--- src/rtl/sd_pkg.sv ---
`default_nettype none
// ============================================================================
// Package     : sd_pkg
// Description : Constants, state encoding and the CRC16 bit-step function
//               shared by the SD SPI-mode command shifter, writer FSM and
//               the block data-phase engines.
// Revision    : 1.0 - initial release
// ============================================================================
package sd_pkg;

  localparam logic [7:0]  START_TOKEN = 8'hFE;
  localparam logic [15:0] CRC16_POLY  = 16'h1021;

  // Data-phase transmit states
  typedef enum logic [1:0] {
    ST_IDLE  = 2'd0,
    ST_TOKEN = 2'd1,
    ST_DATA  = 2'd2,
    ST_CRC   = 2'd3
  } sd_tx_state_t;

  // One bit of CRC16-CCITT (poly 0x1021, non-reflected), MSB-first input.
  function automatic logic [15:0] crc16_step(input logic [15:0] crc,
                                             input logic        din);
    logic fb;
    fb = crc[15] ^ din;
    return {crc[14:0], 1'b0} ^ (fb ? CRC16_POLY : 16'h0000);
  endfunction

endpackage
`default_nettype wire

--- src/rtl/sd_crc16_serial.sv ---
`default_nettype none
// ============================================================================
// Module      : sd_crc16_serial
// Description : Bit-serial CRC16 (poly 0x1021, init 0) accumulator. Shared by
//               the transmit and receive data paths.
// Revision    : 1.0 - initial release
// Ports       : clk      - system clock, rising edge
//               resetAll - asynchronous active-low reset
//               i_clr    - synchronous clear to zero (wins over i_en)
//               i_en     - consume i_bit this cycle
//               i_bit    - serial input bit, MSB first
//               o_crc    - current CRC register
// ============================================================================
module sd_crc16_serial
  import sd_pkg::*;
(
  input  logic        clk,
  input  logic        resetAll,
  input  logic        i_clr,
  input  logic        i_en,
  input  logic        i_bit,
  output logic [15:0] o_crc
);

  logic [15:0] r_crc;

  always_ff @(posedge clk or negedge resetAll) begin
    if (!resetAll) begin
      r_crc <= 16'h0000;
    end else if (i_clr) begin
      r_crc <= 16'h0000;
    end else if (i_en) begin
      r_crc <= crc16_step(r_crc, i_bit);
    end
  end

  assign o_crc = r_crc;

endmodule
`default_nettype wire

--- src/rtl/sd_block_tx.sv ---
`default_nettype none
// ============================================================================
// Module      : sd_block_tx
// Description : SPI-mode SD write data-phase engine. Shifts the start token,
//               BLOCK_BYTES bytes from a show-ahead FIFO and the trailing
//               CRC16 onto MOSI, MSB first, one bit per enabled clock.
// Revision    : 1.0 - initial release
// Ports       : clk            - system clock, rising edge
//               resetAll       - asynchronous active-low reset
//               startCountData - one-cycle start pulse (honoured in IDLE)
//               count          - shift enable; low freezes all state
//               byteEnable     - permits FIFO loads; low at a load stalls
//               dataIn[7:0]    - FIFO head byte
//               dataRd         - FIFO pop strobe (combinational)
//               mosi           - serial data to the card
//               bytes          - pulse: token sent, data phase entered
//               block          - pulse: last data bit sent
//               endCRC         - pulse: last CRC bit sent
//               busy           - engine not idle
// ============================================================================
module sd_block_tx
  import sd_pkg::*;
#(
  parameter int BLOCK_BYTES = 512,
  parameter int CNT_W       = 10
) (
  input  logic       clk,
  input  logic       resetAll,
  input  logic       startCountData,
  input  logic       count,
  input  logic       byteEnable,
  input  logic [7:0] dataIn,
  output logic       dataRd,
  output logic       mosi,
  output logic       bytes,
  output logic       block,
  output logic       endCRC,
  output logic       busy
);

  localparam logic [CNT_W-1:0] LAST_BYTE = CNT_W'(BLOCK_BYTES - 1);
  localparam logic [CNT_W-1:0] ONE_BYTE  = CNT_W'(1);

  sd_tx_state_t     r_state;
  logic [7:0]       r_shreg;
  logic [2:0]       r_bitCnt;
  logic [CNT_W-1:0] r_byteCnt;
  logic [3:0]       r_crcIdx;
  logic             r_bytes;
  logic             r_block;
  logic             r_endCRC;

  logic        w_lastBit;
  logic        w_moreBytes;
  logic        w_loadPending;
  logic        w_stall;
  logic        w_step;
  logic        w_crcEn;
  logic        w_crcBit;
  logic        w_crcClr;
  logic [15:0] w_crc;

  // A FIFO load is due at the last bit of the token and of every data byte
  // except the final one; without byteEnable the whole engine waits there.
  assign w_lastBit     = (r_bitCnt == 3'd7);
  assign w_moreBytes   = (r_byteCnt < LAST_BYTE);
  assign w_loadPending = w_lastBit &
                         ((r_state == ST_TOKEN) |
                          ((r_state == ST_DATA) & w_moreBytes));
  assign w_stall       = w_loadPending & ~byteEnable;
  assign w_step        = count & ~w_stall;
  assign dataRd        = w_step & w_loadPending;

  // In CRC state feeding back crc[15] cancels the feedback term, so the same
  // accumulator doubles as the output shift register (shift left, fill 0).
  assign w_crcEn  = w_step & ((r_state == ST_DATA) | (r_state == ST_CRC));
  assign w_crcBit = (r_state == ST_DATA) ? r_shreg[7] : w_crc[15];
  assign w_crcClr = w_step & (r_state == ST_CRC) & (r_crcIdx == 4'd15);

  sd_crc16_serial u_crc (
    .clk      (clk),
    .resetAll (resetAll),
    .i_clr    (w_crcClr),
    .i_en     (w_crcEn),
    .i_bit    (w_crcBit),
    .o_crc    (w_crc)
  );

  always_ff @(posedge clk or negedge resetAll) begin
    if (!resetAll) begin
      r_state   <= ST_IDLE;
      r_shreg   <= 8'hFF;
      r_bitCnt  <= 3'd0;
      r_byteCnt <= '0;
      r_crcIdx  <= 4'd0;
      r_bytes   <= 1'b0;
      r_block   <= 1'b0;
      r_endCRC  <= 1'b0;
    end else begin
      // Pulses last exactly one cycle regardless of count.
      r_bytes  <= 1'b0;
      r_block  <= 1'b0;
      r_endCRC <= 1'b0;
      case (r_state)
        ST_IDLE: begin
          // Start takes priority; no bit is shifted on the start edge.
          if (startCountData) begin
            r_state  <= ST_TOKEN;
            r_shreg  <= START_TOKEN;
            r_bitCnt <= 3'd0;
          end
        end
        ST_TOKEN: begin
          if (w_step) begin
            if (w_lastBit) begin
              r_shreg   <= dataIn;
              r_byteCnt <= '0;
              r_bitCnt  <= 3'd0;
              r_state   <= ST_DATA;
              r_bytes   <= 1'b1;
            end else begin
              r_shreg  <= {r_shreg[6:0], 1'b1};
              r_bitCnt <= r_bitCnt + 3'd1;
            end
          end
        end
        ST_DATA: begin
          if (w_step) begin
            if (w_lastBit && w_moreBytes) begin
              r_shreg   <= dataIn;
              r_byteCnt <= r_byteCnt + ONE_BYTE;
              r_bitCnt  <= 3'd0;
            end else if (w_lastBit) begin
              r_shreg  <= {r_shreg[6:0], 1'b1};
              r_bitCnt <= 3'd0;
              r_crcIdx <= 4'd0;
              r_state  <= ST_CRC;
              r_block  <= 1'b1;
            end else begin
              r_shreg  <= {r_shreg[6:0], 1'b1};
              r_bitCnt <= r_bitCnt + 3'd1;
            end
          end
        end
        ST_CRC: begin
          if (w_step) begin
            r_crcIdx <= r_crcIdx + 4'd1;
            if (r_crcIdx == 4'd15) begin
              r_state  <= ST_IDLE;
              r_endCRC <= 1'b1;
            end
          end
        end
        default: r_state <= ST_IDLE;
      endcase
    end
  end

  always_comb begin
    mosi = 1'b1;
    case (r_state)
      ST_TOKEN, ST_DATA: mosi = r_shreg[7];
      ST_CRC:            mosi = w_crc[15];
      default:           mosi = 1'b1;
    endcase
  end

  assign busy   = (r_state != ST_IDLE);
  assign bytes  = r_bytes;
  assign block  = r_block;
  assign endCRC = r_endCRC;

  // The CRC register is always cleared on the way back to IDLE.
  a_crc_zero_in_idle: assert property (
    @(posedge clk) disable iff (!resetAll)
      (r_state == ST_IDLE) |-> (w_crc == 16'h0000));

endmodule
`default_nettype wire

--- config.mk ---
export PLATFORM = sky130hd
export DESIGN_NAME = sd_block_tx
export DESIGN_NICKNAME = d
export VERILOG_FILES = /design/src/rtl/sd_pkg.sv /design/src/rtl/sd_crc16_serial.sv /design/src/rtl/sd_block_tx.sv
export SDC_FILE = /design/constraint.sdc
export NUM_CORES = 1
export LEC_CHECK = 0
export CORE_UTILIZATION = 35
export CTS_BUF_LIST = sky130_fd_sc_hd__clkbuf_8
export DETAILED_ROUTE_END_ITERATION = 7
export PLACE_DENSITY = 0.52
export SLEW_MARGIN = 20
export SYNTH_ARGS = -nofsm -noshare
export SYNTH_HDL_FRONTEND = slang
export SYNTH_SLANG_ARGS = --single-unit
--- constraint.sdc ---
create_clock -name clk -period 4.3 [get_ports clk]
set_input_delay 0.86 -clock clk [delete_from_list [all_inputs] [get_ports clk]]
set_output_delay 0.86 -clock clk [all_outputs]
set_load 0.02 [all_outputs]
Word level (Yosys, flattened, before mapping) --
Cells that the tools add are included.
Storage, ports and cells: bits in registers 46, input port bits 13, output and inout bits 6, logic and storage cells 98
Operators by class: $add $sub $neg 3, order comparisons 1, equality and inequality tests 14, mux-type cells 45, bitwise gates (word level) 14, reductions and logical operators 12
Operators with widths (count):
- two-way mux 10 bit | 4
- two-way mux 8 bit | 5
- two-way mux 16 bit | 2
- case mux 8 bit (3 select lines) | 1
- case mux 10 bit (2 select lines) | 1
- two-way mux 2 bit | 8
- two-way mux 4 bit | 4
- bitwise XOR 16 bit | 1
- two-way mux 3 bit | 5
- != test 2 bit (second input constant) | 7
- two-way mux 13 bit | 1
- adder 10 x 1 -> 10 bit (second input constant) | 1
- less-than comparator 10 x 9 -> 1 bit (second input constant) | 1
- two-way mux 1 bit | 10
- AND reduction 5 bit | 2
- case mux 3 bit (3 select lines) | 1
- bitwise AND 1 bit | 8
- case mux 2 bit (4 select lines) | 1
- case mux 4 bit (2 select lines) | 1
- AND reduction 8 bit | 1
- nonzero test 2 bit | 4
- adder 4 x 1 -> 4 bit (second input constant) | 1
- == test 2 bit (second input constant) | 2
- == test 4 bit (second input constant) | 1
- 13 further kinds | 16

Depth between registers and ports, before layout --
depth in word-level cells 10, gate-level depth with buffers 9, gate-level depth less buffers 7

Cells and area by module --
A second synthesis with hierarchy kept.
Unflattened totals: cell total of the unflattened synthesis 266, area, all modules 2602.5 sq um
Modules (own cells, without submodules):
- sd_block_tx | instances 1, cells each 208, area an instance 1914.3 sq um, sequential area each 760.7 sq um
- sd_crc16_serial | instances 1, cells each 58, area an instance 688.2 sq um, sequential area each 400.4 sq um

Worst setup path before layout --
OpenSTA, ideal clock, no wires.
path type reg2out, start point register r_state[0], end point output dataRd, arrival time 1923 ps, path slack 1517 ps, cell stages (with the launch flop) 8, buffers on the path 2, cells stage by stage dfrtp_1 inv_1 ha_1 clkbuf_1 o311a_1 buf_2 a21oi_1 nor3_1
On the way: longest elaborated chain between the ends 8, elaborated cells on any way between the ends 9, those cells by class 2 x eq/ne; 7 x bitwise
RTL lines:
- start, declared | RTL line sd_block_tx.sv:44 | sd_tx_state_t r_state;
- start signal, assigned | RTL line sd_block_tx.sv:91 | r_state <= ST_IDLE;
- start signal, assigned | RTL line sd_block_tx.sv:108 | r_state <= ST_TOKEN;
- start signal, assigned | RTL line sd_block_tx.sv:119 | r_state <= ST_DATA;
- == test 2 bit | RTL line sd_block_tx.sv:69 | ((r_state == ST_DATA) & w_moreBytes));
- bitwise AND 1 bit | RTL line sd_block_tx.sv:69
- OR 1 bit (*) | RTL line sd_block_tx.sv:68 | ((r_state == ST_TOKEN) |
- bitwise AND 1 bit (*) | RTL line sd_block_tx.sv:67 | assign w_loadPending = w_lastBit &
- bitwise AND 1 bit | RTL line sd_block_tx.sv:70 | assign w_stall = w_loadPending & ~byteEnable;
- inverter 1 bit | RTL line sd_block_tx.sv:71 | assign w_step = count & ~w_stall;
- bitwise AND 1 bit | RTL line sd_block_tx.sv:71
- bitwise AND 1 bit (*) | RTL line sd_block_tx.sv:72 | assign dataRd = w_step & w_loadPending;
- end, declared | RTL line sd_block_tx.sv:33 | output logic dataRd,
Every way passes the cells marked *; elsewhere a longest branch is shown, timed or not.

Worst setup path in the final report --
start point input byteEnable, end point output dataRd
On the way: longest elaborated chain between the ends 5
RTL lines:
- start, declared | RTL line sd_block_tx.sv:31 | input logic byteEnable,
- inverter 1 bit | RTL line sd_block_tx.sv:70
- bitwise AND 1 bit | RTL line sd_block_tx.sv:70
- inverter 1 bit | RTL line sd_block_tx.sv:71
- bitwise AND 1 bit | RTL line sd_block_tx.sv:71
- bitwise AND 1 bit | RTL line sd_block_tx.sv:72
Every way passes these cells.

==> flow_summary.json <==
{
  "outcome": "completed",
  "critPathLaunchType": "primary input",
  "post_cts_buffers": 0,
  "drt_wl_total_um": 5420,
  "dp_hpwl_um": 3700,
  "dr.pass1.iters": 4,
  "clkSinkCount": 46,
  "num_rows": 30,
  "wl_met3_um": 143,
  "nFillCells": 712,
  "hold_viol_final": 0,
  "ant_nets": 0,
  "ys_ff_latch": 46,
  "synthToLayoutAreaGrowth_pct": 14.7,
  "placedCellCount": 387,
  "routedWlPerCell_um": 13.7,
  "design.core.area_sq_um": 6910,
  "powerDensity_nw_per_um2": 617,
  "route.met2.wl_um": 2470,
  "final_nets": 321,
  "port-buffer-count": 18,
  "cts_hold_buf": 0,
  "antennaDiodeCount": 0,
  "vias_per_cell": 5.17,
  "fp.dieW_um": 87.4,
  "grt_overflow": 0,
  "rsz0062_at_grt": "false",
  "ys.flop_type": "dfrtp_1",
  "grt_max_degree": 47,
  "root_buffer": "clkbuf_8",
  "antenna_found_initial": 0,
  "insertion_delay_ps": 300,
  "ys_seq_area_share_pct": 45.5,
  "num_io_pins": 19,
  "synth_top_area_share_pct": 37.2,
  "cts-buffers-inserted": 5,
  "post_cts_resized": 0,
  "ys_async_sr_fraction_pct": 100,
  "finalNonFillerCells": 395,
  "crit_type": "in2out",
  "grt_pass1_wl_um": 9510,
  "ir_worst_vdd_mv": 0.265,
  "seq_area_sq_um": 1160,
  "gp_congestion": 0.867,
  "timing.final.crit_share_pct": 86.2,
  "mostFrequentLayoutCells": "nand2_1 (55), dfrtp_1 (38), o21ai_0 (29)",
  "initial_core_util_pct": 37.0,
  "cts_tree": "built",
  "leakagePower_nw": 1.26,
  "maxSlewViolCount": 0,
  "maxSlewHeadroom_pct": 50.3,
  "worstMarginPinSlew_ps": 744,
  "highest_layer": "met4",
  "final_cell_area_sq_um": 2930,
  "layout_commonest_cell": "nand2_1",
  "grt_pass1_vias": 1927,
  "synth_edf_count": 0,
  "place_area_sq_um": 2820,
  "finClkSkew_ps": 8.56,
  "die-area_sq_um": 7640,
  "worst_hold_slack_ps": 484,
  "fmax_mhz": 270,
  "worstHoldPathType": "reg2reg",
  "synth_nets": 307,
  "critPathMaxFanout": 13,
  "crit_required_ps": 3440,
  "routed-via-count": 2044,
  "cts.htree.levels": 2,
  "wl_met1_um": 2750,
  "synthTopCellsByArea": "dfrtp_1 (37%), dfstp_2 (8.2%), nand2_1 (8.1%)",
  "cap_violations": 0,
  "die_h_um": 87.4,
  "drive_gt1_share_pct": 11.4,
  "multi_input_area_sq_um": 1290,
  "grt_usage_pct": 16.0,
  "arrival_ps": 2850,
  "cts.clk_slew.worst_paths_ps": 90,
  "finalPower_mw": 1.81,
  "synthDistinctLibCells": 47,
  "synth.cell_area_sq_um": 2550,
  "ys_warn_count": 0,
  "end_kind": "primary output",
  "drc": 0,
  "syn_avg_cell_area_sq_um": 8.99,
  "syn_inst": 284,
  "yosysTopAreaCell": "dfrtp_1",
  "setup_tns_ps": 0,
  "min_period_ps": 3710,
  "finalSetupViolations": 0,
  "clock_path_buffers": 2,
  "drt-initial-drc-count": 108
}
==> kinds of logic after synthesis <==
family,Yosys count,synth area share [%]
xor+xnor,3,1.03
fa+ha+maj,10,4.90
compound gates,76,19.1
mux,9,3.92
simple gates,114,21.7
buf+inv,26,3.97
flops,46,45.5
==> metrics by stage <==
stage,worst slack (ps),util [%]
floorplan,1520,-
global placement,638,40.8
detailed placement,598,40.8
CTS,599,42.4
global route,340,42.4
finish,592,42.4
==> metal layers <==
layer	global-route usage [%]	vias up
met2	24.1	32
met3	2.84	4
met5	0	-
li1	-	1038
met4	5.07	0
met1	23.2	970
==> cell type report <==
type,count,area share (%)
inverter,12,1.54
timing repair buffer,21,6.83
clock inverter,3,1.49
clock buffer,5,2.35
multi-input combinational,212,44.1
tap,96,4.10
sequential,46,39.6
==> cell usage after synthesis (all sizes together) (3+ instances only) <==
| library cell | count |
|---|---|
| inv | 12 |
| ha | 10 |
| nand2b | 3 |
| a221o | 3 |
| nand2 | 55 |
| nor3 | 4 |
| mux2 | 8 |
| and3 | 4 |
| o21ai | 31 |
| nor2b | 3 |
| a21oi | 15 |
| buf | 3 |
| dfstp | 8 |
| o31ai | 6 |
| nor2 | 15 |
| nand3 | 15 |
| clkbuf | 11 |
| a21o | 3 |
| or4 | 4 |
| a31oi | 5 |
| dfrtp | 38 |
==> worst paths after layout <==
| kind | from | endpoint | slack, ps | depth (start not counted) |
|---|---|---|---|---|
| min in group asynchronous | resetAll | r_byteCnt[3]$_DFFE_PN0P_ | 540 | 1 |
| max in group asynchronous | resetAll | r_byteCnt[9]$_DFFE_PN0P_ | 3350 | 1 |
| worst min-delay path | u_crc.o_crc[6]$_DFFE_PN0P_ | u_crc.o_crc[6]$_DFFE_PN0P_ | 480 | 2 |
| worst max register to register | r_bitCnt[0]$_DFFE_PN0P_ | r_shreg[1]$_DFFE_PN1P_ | 1330 | 6 |
| worst min register to register | u_crc.o_crc[6]$_DFFE_PN0P_ | u_crc.o_crc[6]$_DFFE_PN0P_ | 480 | 2 |
| worst max-delay path | byteEnable | dataRd | 590 | 5 |
==> sequential cells by signal (all words and copies together), names as in the netlist <==
signal       cells
r_shreg          8
u_crc.o_crc     16
r_crcIdx         4
block            1
endCRC           1
r_byteCnt       10
r_state          2
r_bitCnt         3
bytes            1
==> worst max-delay path, cell delays in order <==
cell and delay [ps]:
clkdlybuf4s50_1 460, nand4bb_1 290, a31oi_2 560, nor3_1 120, clkdlybuf4s50_1 560
==> power breakdown <==
group	switching (mW)	internal, mW	leakage, nW	total, mW
Combinational	0.449	0.347	0.606	0.797
Clock	0.159	0.174	0.0585	0.333
Sequential	0.0880	0.591	0.591	0.679
Power figures use the tool's default switching activity.
==> patch 1, RTL diff (config.mk and constraints unchanged) <==
Add an input register stage for `startCountData`, `count`, `byteEnable` and `dataIn`, without a reset; this delays them by one clock. Comments in the files are not updated.
--- a/src/rtl/sd_block_tx.sv
+++ b/src/rtl/sd_block_tx.sv
@@ -43,2 +43,14 @@
 
+  logic startCountData_q;
+  logic count_q;
+  logic byteEnable_q;
+  logic [7:0] dataIn_q;
+
+  always_ff @(posedge clk) begin
+    startCountData_q <= startCountData;
+    count_q          <= count;
+    byteEnable_q     <= byteEnable;
+    dataIn_q         <= dataIn;
+  end
+
   sd_tx_state_t     r_state;
@@ -69,4 +81,4 @@
                           ((r_state == ST_DATA) & w_moreBytes));
-  assign w_stall       = w_loadPending & ~byteEnable;
-  assign w_step        = count & ~w_stall;
+  assign w_stall       = w_loadPending & ~byteEnable_q;
+  assign w_step        = count_q & ~w_stall;
   assign dataRd        = w_step & w_loadPending;
@@ -106,3 +118,3 @@
           // Start takes priority; no bit is shifted on the start edge.
-          if (startCountData) begin
+          if (startCountData_q) begin
             r_state  <= ST_TOKEN;
@@ -115,3 +127,3 @@
             if (w_lastBit) begin
-              r_shreg   <= dataIn;
+              r_shreg   <= dataIn_q;
               r_byteCnt <= '0;
@@ -129,3 +141,3 @@
             if (w_lastBit && w_moreBytes) begin
-              r_shreg   <= dataIn;
+              r_shreg   <= dataIn_q;
               r_byteCnt <= r_byteCnt + ONE_BYTE;
Behaviour: not the same (a bounded check fails within 4 cycles, from zero or initial values and one cycle with resetAll low).
==> patch 1 against the original RTL <==
  * Design area increased by 10%
  * Sequential cell count is 11 higher
  * Via count grew 3.6%
  * Count of clock-buffer cells in the layout is 4 higher
  * Fmax rose by 4.7%
  * Synthesized cell count grew 4.2%
  * Worst setup slack improved by 0.17 ns
  * Routed wire length is 2.8% higher
  * Clock power up 96%
  * Power grew 19%
  * Worst hold slack worse by 0.0016 ns
  * Area after synthesis is 6.8% higher
  * Largest cell class is now registers
==> patch 1: results (changes against the original RTL) <==
[run_status]
status = finished, final reports clean

[logic_synthesis]
yosysUniqueCellTypes = 46  ; -2.1%
syn-num-nets = 319  ; +3.9%
synth_cells = 296  ; +4.2%
synth-async-reset-ratio_pct = 80.7  ; -19 points
seq_total_area_yosys_pct = 50.6  ; +5.2 points
synth_commonest_cells = sky130_fd_sc_hd__nand2_1 (61), sky130_fd_sc_hd__dfrtp_1 (38), sky130_fd_sc_hd__o21ai_0 (31)
ys_top_cells_by_area = sky130_fd_sc_hd__dfrtp_1 (35%), sky130_fd_sc_hd__nand2_1 (8.4%), sky130_fd_sc_hd__dfxtp_1 (8.1%)

[placed_design]
dpl.cell_count = 402  ; +3.9%
place.gp.congestion = 0.871  ; +0.46%
dpl_cell_area_mm2 = 0.00298  ; +5.8%
pre_cts_ws_ns = 1.13  ; +0.531 ns

[min_path]
worst_hold_path.num_cells = 2  ; unchanged
hold_path_startpoint = u_crc.o_crc[1]
worstHoldEndpoint = u_crc.o_crc[1]

[sta]
timing_worst_slew_pin_value_ns = 0.703  ; -0.0404 ns
worst_clock_skew_ns = 0.00720  ; -0.00135 ns
final.hold.worst_slack_ns = 0.483  ; -0.00158 ns

[critical_path]
cp_slowest_cell = sky130_fd_sc_hd__clkdlybuf4s50_1
critical_path_arrival_ns = 2.68  ; -0.17 ns
timing.critical_path.fanout_max = 11  ; -2
worstRegToRegCells = 6  ; unchanged
worstReg2RegEnd = r_bitCnt[0]
cpLargestDelayFamily = compound AO/OA/AOI/OAI gates
reg2reg_setup_slack_ns = 1.71  ; +0.38 ns

[global_routing]
grt_pass1_wl_um = 9860  ; +3.7%
number_of_global_route_vias_before_repair = 2085  ; +8.2%
total_global_route_track_usage_pct = 15.4  ; -0.60 points

[cells_and_area]
largest_register_ff_count = 16  ; unchanged
final.fill_count = 722  ; +1.4%
nets = 337  ; +5.0%
drive_gt1_share_pct = 11.0  ; -0.40 points

[drt]
via_per_inst = 5.07  ; -2.1%
drt_iter0_drc = 92  ; -15%
route.detailed.wl_per_inst_um = 13.3  ; -2.8%
routed_wl_um = 5580  ; +2.8%

[clock_tree]
cts.htree.levels = 3  ; +1
cts-root-buf = sky130_fd_sc_hd__clkbuf_8
cts_buffers = 9  ; +4
cts.reportedPaths.clkPinSlew_ns = 0.07  ; -0.02 ns
insertion_delay_ns = 0.34  ; +0.04 ns

[power]
ir_worst_vdd_mv = 0.312  ; +17%
p_leak_nw = 1.36  ; +7.9%

## patch 1: cell count changes after synthesis, moves of 6 or more
| cell | unedited run | this run |
|---|---|---|
| sky130_fd_sc_hd__clkbuf_1 | 11 | 4 |
| sky130_fd_sc_hd__nand2_1 | 55 | 61 |
| sky130_fd_sc_hd__a221oi_1 | 0 | 7 |
| sky130_fd_sc_hd__dfxtp_1 | 0 | 11 |
## patch 1: cells by family after synthesis
kind of cell | after synthesis | synth area share [%]
buf+inv | 27 | 4.40
fa+ha+maj | 10 | 4.59
xor+xnor | 3 | 0.963
flops | 57 | 50.6
compound gates | 75 | 17.5
simple gates | 121 | 20.7
mux | 3 | 1.19
## patch 1: area by class of cell
| class | instances | area, um2 | area share (%) |
|---|---|---|---|
| repair buffers | 21 | 198 | 6.11 |
| well taps | 99 | 124 | 3.83 |
| clock buffers | 9 | 124 | 3.83 |
| multi-input cells | 212 | 1230 | 37.9 |
| inverters | 13 | 48.8 | 1.51 |
| flip-flops and latches | 57 | 1380 | 42.7 |
| clock inverters | 7 | 134 | 4.14 |
## patch 1: layer usage
layer,wire (um),vias up,global-route usage [%]
met1,2910,1004,20.8
met5,0,-,0
met3,173,5,4.88
met4,70,0,6.32
li1,-,1080,-
met2,2420,29,22.9
## patch 1: worst max path at each step
stage,from,endpoint,slack (ns),cells after the start
global placement,r_bitCnt[0],dataRd,1.18,7
global route,r_bitCnt[0],dataRd,0.61,7
finish,r_bitCnt[0],dataRd,0.76,7
floorplan,r_bitCnt[0],dataRd,1.72,7
detailed placement,r_bitCnt[0],dataRd,1.13,7
CTS,r_bitCnt[0],dataRd,0.76,7
## patch 1: power breakdown
part / internal [W] / total, W / switching [W]
registers: 0.000684 / 0.000762 / 0.0000779
logic: 0.000293 / 0.000733 / 0.000440
clock network: 0.000439 / 0.000654 / 0.000215
==> patch 2, RTL diff (same settings) <==
Without the edit above. `CNT_W`: 10 -> 14.
--- a/src/rtl/sd_block_tx.sv
+++ b/src/rtl/sd_block_tx.sv
@@ -24,3 +24,3 @@
   parameter int BLOCK_BYTES = 512,
-  parameter int CNT_W       = 10
+  parameter int CNT_W       = 14
 ) (
Behaviour: same outputs for any inputs over 10 cycles, from zero or initial values and one cycle with resetAll low; that may be too few to reach the edited logic, so the function may still have changed.
==> patch 2 against the original RTL <==
  * Sequential cell count is 4 higher
  * Via count is 5.2% lower
  * Global-route usage is 0.16 points higher
  * Core utilization is 0.26 points higher
  * Power hardly changed
  * Design area is 1.2% higher
  * Routed wire length is 3.2% higher
  * Fmax is 4.0% higher
  * Worst setup slack better by 0.14 ns
  * Area after synthesis is 1.0% higher
  * First-iteration DRC count is 25% lower
==> patch 2: results (changes against the original RTL) <==
[run_status]
status = finished, final reports clean

[drt]
via_per_inst = 5.41  ; +4.6%
detail_route.wirelength.met1_um = 2830  ; +3.0%
drt_iter0_drc = 81  ; -25%
wl_met2_um = 2460  ; -0.32%
route.top_layer_used = met4
route.detailed.wl_per_inst_um = 15.6  ; +14%
routed-wl-met3_um = 201  ; +41%

[global_routing]
number_of_global_route_vias_before_repair = 1915  ; -0.62%
grtUsageMet1_pct = 22.7  ; -0.51 points
grt_max_degree = 35  ; -26%
initial_antenna_violation_count = 0  ; unchanged
globalRouteMet3Util_pct = 2.36  ; -0.49 points
grt_util_met2_pct = 24.6  ; +0.45 points
total_global_route_track_usage_pct = 16.2  ; +0.16 points
grt_pass1_wl_um = 9430  ; -0.80%

[cells_and_area]
drive_gt1_share_pct = 12.6  ; +1.2 points
nets = 283  ; -12%
final.fill_count = 659  ; -7.4%

[clock_tree]
cts.reportedPaths.clkPinSlew_ns = 0.09  ; about the same
cts.path.max_buffers = 2  ; unchanged
cts.htree.levels = 2  ; unchanged

[logic_synthesis]
yosysUniqueCellTypes = 50  ; +6.4%
synth-async-reset-ratio_pct = 100  ; unchanged
synth_commonest_cells = sky130_fd_sc_hd__dfrtp_1 (42), sky130_fd_sc_hd__nand2_1 (17), sky130_fd_sc_hd__nor2_1 (17)
ys_top_cells_by_area = sky130_fd_sc_hd__dfrtp_1 (41%), sky130_fd_sc_hd__dfstp_2 (8.1%), sky130_fd_sc_hd__a22o_1 (5.1%)
syn-num-nets = 261  ; -15%
seq_total_area_yosys_pct = 48.9  ; +3.4 points
synth-warning-count = 0  ; unchanged

[critical_path]
critPathCapture = dataRd
cpLargestDelayFamily = buffers and inverters
max_stage_delay_ns = 0.61  ; +0.05 ns
worstRegToRegCells = 7  ; +1
cp_slowest_cell = sky130_fd_sc_hd__clkdlybuf4s50_1
worstReg2RegEnd = u_crc.o_crc[0]
reg2reg_from = r_byteCnt[0]
timing.critical_path.fanout_max = 12  ; -1
critical_path_startpoint = count
reg2reg_setup_slack_ns = 1.80  ; +0.47 ns

[power]
p_leak_nw = 1.31  ; +4.6%
p_clk_share_pct = 14.7  ; -3.7 points
part_of_the_total_power_dissipated_in_combinational_logic_pct = 45.6  ; +1.6 points
ir_worst_vdd_mv = 0.188  ; -29%
power.switching_w = 0.000682  ; -2.0%

[sta]
final.hold.worst_slack_ns = 0.472  ; -0.0123 ns
worst_clock_skew_ns = 0.0143  ; +0.00573 ns
timing_worst_slew_pin_value_ns = 0.726  ; -0.0172 ns

[min_path]
timing.hold.worst.class = in2async

[placed_design]
place.gp.congestion = 0.802  ; -7.4%
dp.final_hpwl_um = 3930  ; +6.3%

[patch 2: cells by family (layout without fill, tap and decap cells)]
kind of cell | Yosys count | count (layout) | synth area share (%)
fa+ha+maj | 9 | 9 | 4.36
xor+xnor | 3 | 3 | 1.02
mux | 13 | 13 | 5.48
buf+inv | 20 | 43 | 3.35
flops | 50 | 50 | 48.9
simple gates | 70 | 70 | 13.5
compound gates | 74 | 74 | 23.4
[patch 2: through the flow]
step,cells,power [W],cell area (um2),setup slack [ns]
after floorplan,239,0.00134,2580,1.90
after global placement,350,0.00156,2880,0.777
after detailed placement,350,0.00157,2880,0.765
after CTS,358,0.00185,2960,0.739
after global routing,358,0.00196,2960,0.669
final,358,0.00181,2960,0.735
[patch 2: layout make-up]
cell class	count	area share [%]
clock buffers	5	2.32
inverters	12	1.52
well taps	96	4.05
flip-flops and latches	50	42.5
multi-input cells	169	41.7
clock inverters	3	0.633
repair buffers	23	7.18
